File: src/rtl/clockport_pkg.sv
// Shared types and constants for the clockport read-direction data path.
// Latency: n/a (declarations only).
// Backpressure: n/a.
package clockport_pkg;

  // Default bus width of the clockport data path.
  localparam int CP_DW = 8;

  // Value presented on the bus when a read finds the FIFO empty.
  localparam logic [CP_DW-1:0] CP_IDLE_DATA = 8'hFF;

  // Read-access sequencer states.
  typedef enum logic [1:0] {
    CP_IDLE    = 2'd0,
    CP_DRIVE   = 2'd1,
    CP_RELEASE = 2'd2
  } cp_state_t;

endpackage

File: src/rtl/cp_sync2.sv
// Two-flop synchroniser for an asynchronous single-bit strobe.
// Latency: 2 clk from input change to q.
// Backpressure: none; free-running.
// Ports: clk, rst_n (sync, active-low), d (async in), q (synchronised out).
module cp_sync2 #(
  parameter logic RST_VAL = 1'b1
) (
  input  logic clk,
  input  logic rst_n,
  input  logic d,
  output logic q
);

  logic meta;

  always_ff @(posedge clk) begin
    if (!rst_n) begin
      meta <= RST_VAL;
      q    <= RST_VAL;
    end else begin
      meta <= d;
      q    <= meta;
    end
  end

endmodule

File: src/rtl/clockport_read_port.sv
// Pi-side byte FIFO drained one byte per Amiga clockport read access.
// Latency: strobe edge to cp_oe_n change 3 clk; push visible in pi_level after 1 clk.
// Backpressure: pi_full advertises a full FIFO; pushes while full are dropped and flagged.
// Ports: clk, rst_n; Pi side pi_data/pi_wr/pi_full/pi_level/pi_overflow;
//        clockport side cp_cs_n/cp_rd_n (async) -> cp_d/cp_oe_n/cp_underrun; clr_flags.
module clockport_read_port
  import clockport_pkg::*;
#(
  parameter int DEPTH = 16,
  parameter int DW    = CP_DW
) (
  input  logic                   clk,
  input  logic                   rst_n,
  input  logic [DW-1:0]          pi_data,
  input  logic                   pi_wr,
  output logic                   pi_full,
  output logic [$clog2(DEPTH):0] pi_level,
  output logic                   pi_overflow,
  input  logic                   cp_cs_n,
  input  logic                   cp_rd_n,
  output logic [DW-1:0]          cp_d,
  output logic                   cp_oe_n,
  output logic                   cp_underrun,
  input  logic                   clr_flags
);

  localparam int             AW        = $clog2(DEPTH);
  localparam logic [AW:0]    DEPTH_L   = (AW + 1)'(DEPTH);
  localparam logic [DW-1:0]  IDLE_DATA = DW'(CP_IDLE_DATA);

  // Strobe synchronisers
  logic cs_sync;
  logic rd_sync;
  logic access;

  cp_sync2 #(.RST_VAL(1'b1)) u_sync_cs (
    .clk   (clk),
    .rst_n (rst_n),
    .d     (cp_cs_n),
    .q     (cs_sync)
  );

  cp_sync2 #(.RST_VAL(1'b1)) u_sync_rd (
    .clk   (clk),
    .rst_n (rst_n),
    .d     (cp_rd_n),
    .q     (rd_sync)
  );

  assign access = !cs_sync && !rd_sync;

  // FIFO: extra pointer MSB separates full from empty.
  logic [DW-1:0] mem [DEPTH];
  logic [AW:0]   wr_ptr;
  logic [AW:0]   rd_ptr;
  logic [AW:0]   level;
  logic          fifo_full;
  logic          fifo_empty;
  logic          push;
  logic          pop;

  cp_state_t state;
  // Set when the current access found the FIFO empty; such an access must
  // not consume a byte that arrives while it is being driven.
  logic      started_empty;

  assign level      = wr_ptr - rd_ptr;
  assign fifo_full  = (level == DEPTH_L);
  assign fifo_empty = (level == '0);
  assign push       = pi_wr && !fifo_full;
  assign pop        = (state == CP_DRIVE) && !access && !started_empty;

  assign pi_full  = fifo_full;
  assign pi_level = level;

  always_ff @(posedge clk) begin
    if (!rst_n) begin
      wr_ptr <= '0;
      rd_ptr <= '0;
    end else begin
      if (push) wr_ptr <= wr_ptr + 1'b1;
      if (pop)  rd_ptr <= rd_ptr + 1'b1;
    end
  end

  // Storage needs no reset; validity is tracked by the pointers.
  always_ff @(posedge clk) begin
    if (push) mem[wr_ptr[AW-1:0]] <= pi_data;
  end

  // Read-access sequencer with registered bus outputs.
  always_ff @(posedge clk) begin
    if (!rst_n) begin
      state         <= CP_IDLE;
      cp_oe_n       <= 1'b1;
      cp_d          <= IDLE_DATA;
      started_empty <= 1'b0;
    end else begin
      unique case (state)
        CP_IDLE: begin
          cp_oe_n <= 1'b1;
          if (access) begin
            state         <= CP_DRIVE;
            cp_oe_n       <= 1'b0;
            started_empty <= fifo_empty;
            cp_d          <= fifo_empty ? IDLE_DATA : mem[rd_ptr[AW-1:0]];
          end
        end
        CP_DRIVE: begin
          if (!access) begin
            state   <= CP_RELEASE;
            cp_oe_n <= 1'b1;
          end
        end
        CP_RELEASE: begin
          // One-clk gap guarantees each access pops exactly once.
          state   <= CP_IDLE;
          cp_oe_n <= 1'b1;
        end
        default: begin
          state   <= CP_IDLE;
          cp_oe_n <= 1'b1;
        end
      endcase
    end
  end

  // Sticky flags; a same-cycle set wins over clr_flags.
  logic overflow_set;
  logic underrun_set;

  assign overflow_set = pi_wr && fifo_full;
  assign underrun_set = (state == CP_IDLE) && access && fifo_empty;

  always_ff @(posedge clk) begin
    if (!rst_n) begin
      pi_overflow <= 1'b0;
      cp_underrun <= 1'b0;
    end else begin
      if (overflow_set)   pi_overflow <= 1'b1;
      else if (clr_flags) pi_overflow <= 1'b0;
      if (underrun_set)   cp_underrun <= 1'b1;
      else if (clr_flags) cp_underrun <= 1'b0;
    end
  end

endmodule
File: config.mk
export PLATFORM = sky130hd
export DESIGN_NAME = clockport_read_port
export DESIGN_NICKNAME = d
export VERILOG_FILES = /design/src/rtl/clockport_pkg.sv /design/src/rtl/cp_sync2.sv /design/src/rtl/clockport_read_port.sv
export SDC_FILE = /design/constraint.sdc
export NUM_CORES = 1
export LEC_CHECK = 0
export ABC_CLOCK_PERIOD_IN_PS = 4500
export CAP_MARGIN = 20
export CORE_MARGIN = 3
export CORE_UTILIZATION = 50
export CTS_BUF_LIST = sky130_fd_sc_hd__clkbuf_16
export DETAILED_ROUTE_END_ITERATION = 8
export PLACE_DENSITY = 0.68
export REMOVE_ABC_BUFFERS = 1
export SYNTH_ARGS = -nofsm -noshare
export SYNTH_HDL_FRONTEND = slang
export SYNTH_SLANG_ARGS = --single-unit
File: constraint.sdc
create_clock -name clk -period 4.5 [get_ports clk]
set_input_delay 0.675 -clock clk [delete_from_list [all_inputs] [get_ports clk]]
set_output_delay 0.675 -clock clk [all_outputs]
set_load 0.01 [all_outputs]
==> impl_metrics.py <==
metrics = {
    "setup_path": {
        "worst-setup-path-type": "reg -> out",
        "cp-startpoint": "wr_ptr[0]$_SDFFE_PN0P_",
        "path_cells": "inv_1, ha_1, inv_1, fa_1, nor3b_1, nand4b_1, a211oi_4, clkdlybuf4s50_1",
        "reg2reg_to": "mem[7][2]$_DFFE_PP_",
        "reg2regPathDepth": 9,
        "critPathMaxStageDelay_ns": 0.61,
        "critPathRequiredTime_ns": 3.83,
        "worst_ep_arrival_time_ns": 3.22,
        "reg2reg_from": "wr_ptr[0]$_SDFFE_PN0P_",
        "reg2reg_slack_ns": 1.33,
        "critical_path.most_common_cell": "inv_1",
        "worstSetupEndpointType": "output pin",
        "cp-start-kind": "register",
        "critPathSlowestCell": "clkdlybuf4s50_1",
        "crit_fanout": 6,
    },
    "grt": {
        "grt_overflow": 0,
        "grt_pass1_vias": 3418,
        "antenna_found_initial": 0,
        "track_usage_pct": 18.5,
        "grt_pass1_wl_mm": 19.2,
        "grt_max_degree": 33,
    },
    "synth": {
        "syn-mean-instance-area_um2": 17.7,
        "synth_cell_types": 39,
        "ys_ff_latch": 160,
        "syn-instance-count": 353,
        "synth_edf_count": 128,
        "syn_area_mm2": 0.00626,
        "synth_flop_cell": "edfxtp_1",
        "yosysSeqAreaShare_pct": 71.6,
        "async_reset_ff_share_pct": 0,
        "synth_warnings": 0,
    },
    "routing": {
        "detail-route-antenna-nets": 0,
        "drt-total-wl_mm": 12.2,
        "vias_per_cell": 5.64,
        "wl_per_cell_um": 21.2,
        "dr.pass1.iters": 4,
        "dr_wl_met3_um": 708,
        "drcViolationCount": 0,
        "drt-initial-drc-count": 383,
        "dr_wl_met2_mm": 6.34,
        "num_vias": 3239,
        "met1_length_mm": 4.95,
        "top_layer": "met4",
    },
    "sta": {
        "fin_crit_ns": 3.89,
        "finClkSkew_ns": 0.00612,
        "setup_total_negative_slack_ns": 0,
        "tightestPinTransition_ns": 1.02,
        "slew_viol_final": 0,
        "max_slew_margin_pct": 31.8,
        "max_freq_mhz": 257,
        "fin_crit_sh_pct": 86.5,
        "rsz0062_at_grt": "false",
        "setup_viol": 0,
        "hold_violations": 0,
        "fin_ws_ns": 0.607,
    },
    "power_and_ir_drop": {
        "seq_power_share_pct": 52.9,
        "p_leak_uw": 0.00243,
        "power.switching_uw": 610,
        "power.density_mw_per_mm2": 421,
        "peakVddDrop_uv": 220,
        "comb_power_share_pct": 3.5,
        "finalPower_uw": 3070,
        "power.internal_uw": 2460,
        "sw_frac_of_total_pct": 19.9,
        "p_clk_share_pct": 43.6,
    },
    "run_status": {
        "outcome": "finished, final reports clean",
    },
    "finish": {
        "stdcell_count": 574,
        "fin_area_mm2": 0.00730,
        "syn_to_final_growth_pct": 16.6,
        "n_antenna_cell": 0,
        "nNetsFinal": 417,
        "drive_above_1_share_pct": 17.7,
        "fillers": 930,
    },
    "clocking": {
        "clk-insertion-delay-late_ns": 0.41,
        "ctsResizeCount": 0,
        "cts_tree": "built",
        "cts_made_buffers": 17,
        "cts_max_level": 4,
        "hold_buffers": 0,
        "cts_setup_buffers": 0,
        "clock_path_buffers": 2,
        "clkTransAtPathRegs_ns": 0.06,
        "cts_sinks": 160,
        "cts_root_buf": "clkbuf_16",
    },
    "min_path": {
        "whs_endpoint": "u_sync_rd.q$_SDFF_PN1_",
        "min_from": "u_sync_rd.meta$_SDFF_PN1_",
        "hold_depth": 1,
        "hold_class": "reg -> reg",
    },
    "die": {
        "fp.dieH_um": 118,
        "coreArea_mm2": 0.0121,
        "fp.dieArea_mm2": 0.0139,
        "start_util_pct": 51.7,
        "io_pins": 31,
        "rows": 40,
        "die_w_um": 118,
    },
    "place": {
        "placed_area_mm2": 0.00675,
        "place.detailed.instances": 542,
        "hpwl_mm": 7.46,
        "gp_congestion": 0.783,
        "preCtsSetupSlack_ns": 1.16,
        "port_buffers": 30,
    },
    "run": {
        "maxCapViolations": 0,
    },
}
## area by class of cell
type                       instances  area [um2]  share of cell area [%]
multi-input combinational        171        1680                    23.1
inverter                           8        30.0                   0.411
clock buffer                      17         425                    5.83
sequential                       160        4490                    61.4
tap                              168         210                    2.88
timing repair buffer              35         338                    4.63
clock inverter                    15         129                    1.76
## power by group through the flow
stage                     Sequential, uW  Combinational, uW  Clock (uW)
after floorplan                     1650               52.2           0
after global placement              1660                103           0
after detailed placement            1660                107           0
after CTS                           1630                108        1350
after global routing                1630                118        1430
final                               1630                107        1340
## worst max-delay path: cells and delay by family (launching register included)
family | cells | cell delay (ns)
flops | 1 | 0.41
fa+ha+maj | 2 | 0.69
compound gates | 1 | 0.40
buf+inv | 3 | 0.81
simple gates | 2 | 0.49
## metrics by stage
stage	utilization [%]	hold WS, ns
2_1_floorplan	-	0.386
3_5_place_dp	55.7	0.398
6_report	60.3	0.407
5_1_grt	60.3	0.423
4_1_cts	60.3	0.412
3_3_place_gp	55.7	0.391
## how the worst max path moves through the flow
stage                           end  cells after the start
3_5_place_dp                pi_full                      8
6_report                    pi_full                      8
2_1_floorplan  mem[11][0]$_DFFE_PP_                      9
4_1_cts                     pi_full                      8
3_3_place_gp                pi_full                      8
5_1_grt                     pi_full                      8
## logic make-up after synthesis
group | count (synthesis) | synth area share (%)
simple gates | 82 | 7.29
xor+xnor | 7 | 0.979
mux | 38 | 12.5
fa+ha+maj | 10 | 2.12
flops | 160 | 71.6
buf+inv | 22 | 1.52
compound gates | 34 | 4.04
## metal layers
metal,vias up,global-route usage (%)
met2,105,30.9
met3,13,4.23
met5,-,0
met1,1649,23.5
met4,0,7.55
li1,1472,-
## cell usage after synthesis, types with 4 or more instances
cell type,n,area [um2]
nor2b_1,8,50.1
ha_1,9,113
xor2_1,4,35.0
buf_2,4,20.0
mux4_2,32,721
nor2_1,13,48.8
a31oi_1,8,50.1
and3_1,12,75.1
clkbuf_1,6,22.5
and2_1,7,43.8
mux2i_1,6,60.1
edfxtp_1,128,3840
a22oi_1,16,120
nand2_1,13,48.8
nand2b_1,9,56.3
inv_1,8,30.0
dfxtp_1,32,641
## registers in the layout (all words and copies together) (netlist names), named ones only
signal / cells
mem: 128
cp_d: 8
rd_ptr: 5
wr_ptr: 5
state: 2
cp_oe_n: 1
cp_underrun: 1
pi_overflow: 1
started_empty: 1
u_sync_cs.meta: 1
u_sync_cs.q: 1
u_sync_rd.meta: 1
u_sync_rd.q: 1
## cell usage in the layout (no fill, tap or decap), types with 4 or more instances in the layout
cell / netlist / layout
nand2_1: 13 / 13
ha_1: 9 / 9
nand2b_1: 9 / 9
dfxtp_1: 32 / 31
mux4_2: 32 / 32
a31oi_1: 8 / 8
buf_4: 0 / 5
xor2_1: 4 / 4
nor2_1: 13 / 13
and3_1: 12 / 12
mux2i_1: 6 / 6
clkbuf_16: 0 / 17
and2_1: 7 / 7
a22oi_1: 16 / 16
inv_1: 8 / 10
nor2b_1: 8 / 8
clkdlybuf4s50_1: 0 / 30
clkinv_2: 0 / 6
edfxtp_1: 128 / 128
Power figures use the tool's default switching activity.
